===== src/rtl/alu_unit_if.sv =====
// Opcode/ROB tag types plus the RS-issue and CDB bundle seen by the ALU.
// Master side is the RS/arbiter/ROB; slave side is alu_unit.
package alu_unit_pkg;
  typedef enum logic [5:0] {
    OPENUM_NOP, OPENUM_LUI, OPENUM_AUIPC, OPENUM_JAL, OPENUM_JALR,
    OPENUM_BEQ, OPENUM_BNE, OPENUM_BLT, OPENUM_BGE, OPENUM_BLTU, OPENUM_BGEU,
    OPENUM_LB, OPENUM_LW, OPENUM_SB, OPENUM_SW,
    OPENUM_ADDI, OPENUM_SLTI, OPENUM_SLTIU, OPENUM_XORI, OPENUM_ORI, OPENUM_ANDI,
    OPENUM_SLLI, OPENUM_SRLI, OPENUM_SRAI,
    OPENUM_ADD, OPENUM_SUB, OPENUM_SLL, OPENUM_SLT, OPENUM_SLTU,
    OPENUM_XOR, OPENUM_SRL, OPENUM_SRA, OPENUM_OR, OPENUM_AND
  } OPENUM_TYPE;

  typedef logic [3:0] ROB_POS_TYPE;
  localparam ROB_POS_TYPE ZERO_ROB = 4'd0;
endpackage

interface alu_unit_if;
  import alu_unit_pkg::*;

  OPENUM_TYPE  in_rs_op;
  logic [31:0] in_rs_value1;
  logic [31:0] in_rs_value2;
  logic [31:0] in_rs_imm;
  ROB_POS_TYPE in_rs_rob_pos;
  logic [31:0] in_rs_pc;
  logic        out_rs_stall;
  logic        in_rob_xbp;
  logic        in_cdb_grant;
  ROB_POS_TYPE out_cdb_rob_pos;
  logic [31:0] out_cdb_value;
  logic        out_cdb_jump;
  logic [31:0] out_cdb_target;
  logic        out_err_overflow;

  modport master (
    output in_rs_op, in_rs_value1, in_rs_value2, in_rs_imm, in_rs_rob_pos, in_rs_pc,
    output in_rob_xbp, in_cdb_grant,
    input  out_rs_stall, out_cdb_rob_pos, out_cdb_value, out_cdb_jump, out_cdb_target,
    input  out_err_overflow
  );

  modport slave (
    input  in_rs_op, in_rs_value1, in_rs_value2, in_rs_imm, in_rs_rob_pos, in_rs_pc,
    input  in_rob_xbp, in_cdb_grant,
    output out_rs_stall, out_cdb_rob_pos, out_cdb_value, out_cdb_jump, out_cdb_target,
    output out_err_overflow
  );
endinterface


===== src/rtl/alu_unit.sv =====
// RV32I ALU/branch unit: issue is computed and pushed next edge, CDB driven combinationally from FIFO head.
// Registered out_rs_stall keeps STALL_MARGIN free entries; ALU_STATS_EN adds exec/taken counters.
module alu_unit
  import alu_unit_pkg::*;
#(
  parameter int FIFO_DEPTH   = 4,
  parameter int STALL_MARGIN = 1
) (
  input  logic        clk,
  input  logic        rst_n,
  input  logic        rdy,
  alu_unit_if.slave   bus
`ifdef ALU_STATS_EN
  ,
  output logic [31:0] out_stat_exec,
  output logic [31:0] out_stat_taken
`endif
);
  localparam int PW = $clog2(FIFO_DEPTH);
  localparam int CW = PW + 1;

  typedef struct packed {
    ROB_POS_TYPE rob_pos;
    logic [31:0] value;
    logic        jump;
    logic [31:0] target;
  } res_t;

  res_t          mem [FIFO_DEPTH];
  res_t          res;
  res_t          head;
  logic [31:0]   op2;
  logic [4:0]    shamt;
  logic          taken;
  logic          is_branch;
  logic [PW-1:0] head_q, head_d, tail_q, tail_d;
  logic [CW-1:0] count_q, count_d;
  logic          stall_q, stall_d, err_q, err_d;
  logic          push, pop, full;

  always_comb begin
    op2 = (bus.in_rs_op inside {OPENUM_ADDI, OPENUM_SLTI, OPENUM_SLTIU, OPENUM_XORI,
                                OPENUM_ORI, OPENUM_ANDI, OPENUM_SLLI, OPENUM_SRLI,
                                OPENUM_SRAI}) ? bus.in_rs_imm : bus.in_rs_value2;
    shamt       = op2[4:0];
    res         = '0;
    res.rob_pos = bus.in_rs_rob_pos;
    res.target  = bus.in_rs_pc + 32'd4;
    taken       = 1'b0;
    is_branch   = 1'b0;
    case (bus.in_rs_op)
      OPENUM_ADD, OPENUM_ADDI:   res.value = bus.in_rs_value1 + op2;
      OPENUM_SUB:                res.value = bus.in_rs_value1 - op2;
      OPENUM_SLL, OPENUM_SLLI:   res.value = bus.in_rs_value1 << shamt;
      OPENUM_SRL, OPENUM_SRLI:   res.value = bus.in_rs_value1 >> shamt;
      OPENUM_SRA, OPENUM_SRAI:   res.value = 32'($signed(bus.in_rs_value1) >>> shamt);
      OPENUM_SLT, OPENUM_SLTI:   res.value = {31'b0, $signed(bus.in_rs_value1) < $signed(op2)};
      OPENUM_SLTU, OPENUM_SLTIU: res.value = {31'b0, bus.in_rs_value1 < op2};
      OPENUM_XOR, OPENUM_XORI:   res.value = bus.in_rs_value1 ^ op2;
      OPENUM_OR, OPENUM_ORI:     res.value = bus.in_rs_value1 | op2;
      OPENUM_AND, OPENUM_ANDI:   res.value = bus.in_rs_value1 & op2;
      OPENUM_LUI:                res.value = bus.in_rs_imm;
      OPENUM_AUIPC:              res.value = bus.in_rs_pc + bus.in_rs_imm;
      OPENUM_JAL: begin
        res.value  = bus.in_rs_pc + 32'd4;
        res.target = bus.in_rs_pc + bus.in_rs_imm;
        res.jump   = 1'b1;
      end
      OPENUM_JALR: begin
        res.value  = bus.in_rs_pc + 32'd4;
        res.target = (bus.in_rs_value1 + bus.in_rs_imm) & ~32'd1;
        res.jump   = 1'b1;
      end
      OPENUM_BEQ:  begin is_branch = 1'b1; taken = bus.in_rs_value1 == op2; end
      OPENUM_BNE:  begin is_branch = 1'b1; taken = bus.in_rs_value1 != op2; end
      OPENUM_BLT:  begin is_branch = 1'b1; taken = $signed(bus.in_rs_value1) <  $signed(op2); end
      OPENUM_BGE:  begin is_branch = 1'b1; taken = $signed(bus.in_rs_value1) >= $signed(op2); end
      OPENUM_BLTU: begin is_branch = 1'b1; taken = bus.in_rs_value1 <  op2; end
      OPENUM_BGEU: begin is_branch = 1'b1; taken = bus.in_rs_value1 >= op2; end
      default: ;
    endcase
    if (is_branch && taken) begin
      res.jump   = 1'b1;
      res.target = bus.in_rs_pc + bus.in_rs_imm;
    end
  end

  // Flush wins over push and pop; a full FIFO still accepts a push when the head pops.
  always_comb begin
    head_d  = head_q;
    tail_d  = tail_q;
    count_d = count_q;
    err_d   = err_q;
    push    = 1'b0;
    pop     = 1'b0;
    full    = count_q == CW'(FIFO_DEPTH);
    if (rdy) begin
      if (bus.in_rob_xbp) begin
        head_d  = '0;
        tail_d  = '0;
        count_d = '0;
      end else begin
        pop = (count_q != '0) && bus.in_cdb_grant;
        if (bus.in_rs_op != OPENUM_NOP) begin
          if (!full || pop) push = 1'b1;
          else              err_d = 1'b1;
        end
        if (push) tail_d = tail_q + 1'b1;
        if (pop)  head_d = head_q + 1'b1;
        count_d = count_q + CW'(push) - CW'(pop);
      end
    end
    stall_d = count_d >= CW'(FIFO_DEPTH - STALL_MARGIN);
  end

  always_ff @(posedge clk or negedge rst_n) begin
    if (!rst_n) begin
      head_q  <= '0;
      tail_q  <= '0;
      count_q <= '0;
      stall_q <= 1'b0;
      err_q   <= 1'b0;
    end else if (rdy) begin
      head_q  <= head_d;
      tail_q  <= tail_d;
      count_q <= count_d;
      stall_q <= stall_d;
      err_q   <= err_d;
    end
  end

  always_ff @(posedge clk) begin
    if (push) mem[tail_q] <= res;
  end

  assign head                 = mem[head_q];
  assign bus.out_cdb_rob_pos  = (count_q != '0) ? head.rob_pos : ZERO_ROB;
  assign bus.out_cdb_value    = (count_q != '0) ? head.value   : 32'd0;
  assign bus.out_cdb_jump     = (count_q != '0) && head.jump;
  assign bus.out_cdb_target   = (count_q != '0) ? head.target  : 32'd0;
  assign bus.out_rs_stall     = stall_q;
  assign bus.out_err_overflow = err_q;

`ifdef ALU_STATS_EN
  logic [31:0] stat_exec_q, stat_taken_q;

  always_ff @(posedge clk or negedge rst_n) begin
    if (!rst_n) begin
      stat_exec_q  <= '0;
      stat_taken_q <= '0;
    end else if (push) begin
      stat_exec_q  <= stat_exec_q + 32'd1;
      stat_taken_q <= stat_taken_q + {31'b0, res.jump};
    end
  end

  assign out_stat_exec  = stat_exec_q;
  assign out_stat_taken = stat_taken_q;
`endif
endmodule


===== src/flat_wrapper.sv =====
// flat-port wrapper written by rule: the top's interface ports become plain ports
module alu_unit_flat import alu_unit_pkg::*;
#(
  parameter int FIFO_DEPTH   = 4,
  parameter int STALL_MARGIN = 1
)
  (clk, rst_n, rdy, bus_in_rs_op, bus_in_rs_value1, bus_in_rs_value2, bus_in_rs_imm, bus_in_rs_rob_pos, bus_in_rs_pc, bus_in_rob_xbp, bus_in_cdb_grant, bus_out_rs_stall, bus_out_cdb_rob_pos, bus_out_cdb_value, bus_out_cdb_jump, bus_out_cdb_target, bus_out_err_overflow);
  alu_unit_if bus_i ();
  input  logic clk;
  input  logic rst_n;
  input  logic rdy;
  input wire logic [$bits(bus_i.in_rs_op)-1:0] bus_in_rs_op;
  input wire logic [$bits(bus_i.in_rs_value1)-1:0] bus_in_rs_value1;
  input wire logic [$bits(bus_i.in_rs_value2)-1:0] bus_in_rs_value2;
  input wire logic [$bits(bus_i.in_rs_imm)-1:0] bus_in_rs_imm;
  input wire logic [$bits(bus_i.in_rs_rob_pos)-1:0] bus_in_rs_rob_pos;
  input wire logic [$bits(bus_i.in_rs_pc)-1:0] bus_in_rs_pc;
  input wire logic [$bits(bus_i.in_rob_xbp)-1:0] bus_in_rob_xbp;
  input wire logic [$bits(bus_i.in_cdb_grant)-1:0] bus_in_cdb_grant;
  output wire logic [$bits(bus_i.out_rs_stall)-1:0] bus_out_rs_stall;
  output wire logic [$bits(bus_i.out_cdb_rob_pos)-1:0] bus_out_cdb_rob_pos;
  output wire logic [$bits(bus_i.out_cdb_value)-1:0] bus_out_cdb_value;
  output wire logic [$bits(bus_i.out_cdb_jump)-1:0] bus_out_cdb_jump;
  output wire logic [$bits(bus_i.out_cdb_target)-1:0] bus_out_cdb_target;
  output wire logic [$bits(bus_i.out_err_overflow)-1:0] bus_out_err_overflow;
  assign bus_i.in_rs_op = bus_in_rs_op;
  assign bus_i.in_rs_value1 = bus_in_rs_value1;
  assign bus_i.in_rs_value2 = bus_in_rs_value2;
  assign bus_i.in_rs_imm = bus_in_rs_imm;
  assign bus_i.in_rs_rob_pos = bus_in_rs_rob_pos;
  assign bus_i.in_rs_pc = bus_in_rs_pc;
  assign bus_i.in_rob_xbp = bus_in_rob_xbp;
  assign bus_i.in_cdb_grant = bus_in_cdb_grant;
  assign bus_out_rs_stall = bus_i.out_rs_stall;
  assign bus_out_cdb_rob_pos = bus_i.out_cdb_rob_pos;
  assign bus_out_cdb_value = bus_i.out_cdb_value;
  assign bus_out_cdb_jump = bus_i.out_cdb_jump;
  assign bus_out_cdb_target = bus_i.out_cdb_target;
  assign bus_out_err_overflow = bus_i.out_err_overflow;
  alu_unit #(.FIFO_DEPTH(FIFO_DEPTH), .STALL_MARGIN(STALL_MARGIN)) u_core (.clk(clk), .rst_n(rst_n), .rdy(rdy), .bus(bus_i));
endmodule

===== config.mk =====
export PLATFORM = sky130hd
export DESIGN_NAME = alu_unit_flat
export DESIGN_NICKNAME = d
export VERILOG_FILES = /design/src/rtl/alu_unit_if.sv /design/src/rtl/alu_unit.sv /design/src/flat_wrapper.sv
export SDC_FILE = /design/constraint.sdc
export NUM_CORES = 1
export LEC_CHECK = 0
export ABC_AREA = 1
export CAP_MARGIN = 10
export CORE_ASPECT_RATIO = 0.5
export CORE_UTILIZATION = 24
export CTS_CLUSTER_DIAMETER = 40
export DETAILED_ROUTE_END_ITERATION = 10
export HOLD_SLACK_MARGIN = 0.12
export PLACE_DENSITY = 0.38
export SLEW_MARGIN = 20
export SYNTH_ARGS = -nofsm -noshare
export SYNTH_HDL_FRONTEND = slang
export SYNTH_SLANG_ARGS = --single-unit

===== constraint.sdc =====
create_clock -name clk -period 5.62 [get_ports clk]
set_input_delay 1.124 -clock clk [delete_from_list [all_inputs] [get_ports clk]]
set_output_delay 1.124 -clock clk [all_outputs]
set_load 0.01 [all_outputs]

==> impl_metrics.csv, run 1 <==
group,metric,value,unit
global_routing,top_usage_layer,"met1",
placed_design,gp_congestion,0.990,
die,die_height,235,um
sta,max_freq,183,MHz
sta,period_share,0.971,
global_routing,grtUsageMet3,0.0413,
layout,num-nets-final,4778,
global_routing,globalRouteTotalUtil,0.274,
yosys,synth_edf_count,276,
routing,drt_wl_total,154,mm
routing,dr.pass1.iters,6,
global_routing,use_met1,0.420,
clocking,clkSinkCount,285,
critical_path,required,5.91,ns
critical_path,critical-path-slowest-cell,"clkdlybuf4s50_1",
layout,fin_cells,5928,
critical_path,critPathKind,"in2reg",
sta,fin_skew,0.0265,ns
routing,vias,30109,
placed_design,pre_cts_slack,-0.534,ns
yosys,async_flop_share,0.0316,
sta,layout_min_cycle_time,5.46,ns
routing,via_per_inst,5.08,
clocking,clkLatencyLatePin,0.55,ns
global_routing,met2_usage,0.399,
yosys,synth-seq-cells,285,
critical_path,critPathMaxStageDelay,0.45,ns
yosys,yosys_warnings,0,
global_routing,antenna_found_initial,16,
die,ios,214,
power_and_ir_drop,leakage,15.6,nW
global_routing,grt_overflow_total,0,
critical_path,path_max_fanout,19,
die,rows,84,
run_status,status,"finished clean",
sta,rsz0062_at_grt,"no",
routing,drc,0,
clocking,cts-root-buf,"clkbuf_16",
clocking,clkTransAtPathRegs,0.05,ns
placed_design,place_inst,5849,
clocking,cts_buffer_depth,3,
critical_path,worstPathArrival,5.75,ns
die,core,106000,um^2
power_and_ir_drop,ir_drop,0.295,mV
job,drv_cap,0,
clocking,cts_buffers,40,
routing,drt_iter0_drc,3206,
yosys,synth_ff_type,"edfxtp_1",
yosys,syn_nets,4054,
sta,setup_viol,0,
die,dieArea,110000,um^2
placed_design,hpwl,126,mm
yosys,syn_inst,3749,
routing,avgRoutedWirePerCell,25.9,um
sta,tns,0,ns
layout,drive_above_1_share,0.179,
clocking,cts.htree.levels,2,
die,die_x,467,um
yosys,yosysUniqueCellTypes,61,
critical_path,crit_path_start_kind,"input port",
placed_design,io_buffers,213,
sta,hold_violations,0,
yosys,synth.avg_cell_area,6.92,um^2
min_path,hold_path.class,"reg2reg",
critical_path,path_common_cell,"buf_4",
global_routing,grt_pass1_wl,213,mm
sta,drv_slew,0,
routing,antenna_left,0,
global_routing,grt_max_degree,72,
power_and_ir_drop,p_per_area,306,nW/um^2
layout,syn_to_final_growth,37.9,%
critical_path,end_kind,"flip-flop",
sta,relSlewSlack,0.343,
sta,worst_pin_slew,0.978,ns
sta,layout_setup_ws,0.160,ns
clocking,tritoncts,"built",
yosys,ys_seq_area_frac,0.328,
global_routing,grt_pass1_vias,27840,
yosys,syn_area,25900,um^2
die,initial_core_util,0.244,
sequential cells by signal, indices dropped and copies added (netlist names):
name and flops:
u_core.bus.out_err_overflow 1, u_core.bus.out_rs_stall 1, u_core.count_q 3, u_core.head_q 2, u_core.mem 276, u_core.tail_q 2
power breakdown:
| group | total (mW) | switching (mW) | internal (mW) |
|---|---|---|---|
| registers | 2.66 | 0.120 | 2.54 |
| clock network | 2.44 | 0.962 | 1.48 |
| logic | 5.85 | 3.58 | 2.27 |
stage by stage:
stage | cell area (um^2) | utilization | hold slack, ns | total power [mW]
6_report | 35800 | 0.337 | 0.491 | 10.9
5_1_grt | 35800 | 0.337 | 0.501 | 11.5
4_1_cts | 35700 | 0.336 | 0.489 | 11.0
3_5_place_dp | 34400 | 0.324 | 0.479 | 8.52
3_3_place_gp | 34400 | 0.324 | 0.476 | 8.54
2_1_floorplan | 25900 | - | 0.512 | 5.18
cell usage after synthesis (7+ instances only):
| master | instances | area (um^2) |
|---|---|---|
| o21a_1 | 12 | 90.1 |
| o21bai_1 | 8 | 60.1 |
| inv_1 | 378 | 1420 |
| o211ai_1 | 37 | 278 |
| nand4_1 | 41 | 257 |
| or2_2 | 23 | 144 |
| nand2_1 | 776 | 2910 |
| nand3b_1 | 7 | 52.6 |
| nor2_1 | 527 | 1980 |
| edfxtp_1 | 276 | 8290 |
| nand3_1 | 244 | 1220 |
| dfrtp_1 | 9 | 225 |
| a31oi_1 | 18 | 113 |
| a21oi_1 | 278 | 1390 |
| o21ai_0 | 441 | 2210 |
| a21boi_0 | 10 | 75.1 |
| ha_1 | 158 | 1980 |
| o21ai_1 | 18 | 90.1 |
| o22ai_1 | 22 | 138 |
| clkbuf_1 | 120 | 450 |
| buf_6 | 7 | 78.8 |
| a22oi_1 | 15 | 113 |
| nand2_2 | 18 | 113 |
| a2111oi_0 | 8 | 70.1 |
| nor4_1 | 17 | 106 |
| buf_2 | 16 | 80.1 |
| mux2i_1 | 18 | 180 |
| xnor2_1 | 9 | 78.8 |
| nor3_1 | 47 | 235 |
| buf_1 | 29 | 109 |
| a221oi_1 | 18 | 158 |
| xor2_1 | 48 | 420 |
| o221ai_1 | 10 | 87.6 |
| a21o_1 | 9 | 67.6 |
| a211oi_1 | 11 | 82.6 |
cell families (layout without fill, tap and decap cells):
| logic type | Yosys count | count (layout) | synth area share |
|---|---|---|---|
| xor gates and xnor gates | 57 | 57 | 0.0192 |
| buffers and inverters | 561 | 1317 | 0.0842 |
| AOI/OAI and AO/OA | 936 | 936 | 0.201 |
| DFF | 285 | 285 | 0.328 |
| adders and majority gates | 162 | 162 | 0.0793 |
| muxes | 18 | 18 | 0.00694 |
| and+or+nand+nor | 1730 | 1730 | 0.282 |
| other | 0 | 4 | 0 |
final timing paths:
| check | startpoint | depth (start not counted) | slack [ns] | end |
|---|---|---|---|---|
| setup reg to reg | u_core.count_q[1] | 11 | 2.84 | u_core.count_q[2] |
| hold / removal | u_core.bus.out_err_overflow | 1 | 0.49 | u_core.bus.out_err_overflow |
| max in group asynchronous | rst_n | 1 | 4.39 | u_core.head_q[0] |
| hold reg to reg | u_core.bus.out_err_overflow | 1 | 0.49 | u_core.bus.out_err_overflow |
| setup / recovery | bus_in_rs_op[2] | 27 | 0.16 | u_core.mem[2][59] |
| min in group asynchronous | rst_n | 1 | 0.90 | u_core.count_q[0] |
cell type report:
class / count / area, um^2
inverter: 387 / 1460
tap: 1419 / 1780
antenna: 4 / 10.0
fill: 11520 / 70400
clock inverter: 26 / 273
multi-input combinational: 2903 / 15400
timing repair buffer: 856 / 7340
sequential: 285 / 8520
clock buffer: 48 / 1030
cells in the final DEF (no fill, tap or decap), types with 10 or more instances in the layout:
cell type and n:
nand2_1 773, buf_4 612, nor2_1 517, o21ai_0 433, inv_1 376, edfxtp_1 276
a21oi_1 274, nand3_1 243, clkdlybuf4s50_1 212, ha_1 157, xor2_1 48, nor3_1 45
nand4_1 41, clkbuf_16 40, o211ai_1 37, buf_12 30, o21ai_1 24, or2_2 23
o22ai_1 22, nand2_2 21, mux2i_1 18, a31oi_1 18, nor4_1 17, a221oi_1 17
a22oi_1 15, o21a_1 12, nor2_2 10, a211oi_1 10, o221ai_1 10
critical path, delay by kind of cell:
| kind | cells | cell delay (ns) |
|---|---|---|
| AOI/OAI and AO/OA | 5 | 0.99 |
| and+or+nand+nor | 10 | 1.30 |
| adders and majority gates | 1 | 0.37 |
| buffers and inverters | 11 | 1.92 |
timing repair:
action | in CTS | in global routing
resized for setup | 0 | 27
endpoints found under the setup margin | 0 | 177
buffers inserted | 0 | 1
hold buffers | 0 | 0
per-layer routing:
layer  share of wire  vias to the layer above
li1                -                    14234
met1            0.50                    14618
met4           0.020                        4
met3           0.075                      142
met2            0.41                     1111
met5         0.00020                        -
Note: power is estimated with default switching activity, not from simulation.
==> run 2: changes to the inputs <==
CAP_MARGIN = 15   (was 10)
==> results of run 2 <==
Final layout, timing and power as in run 1 (identical DEF).
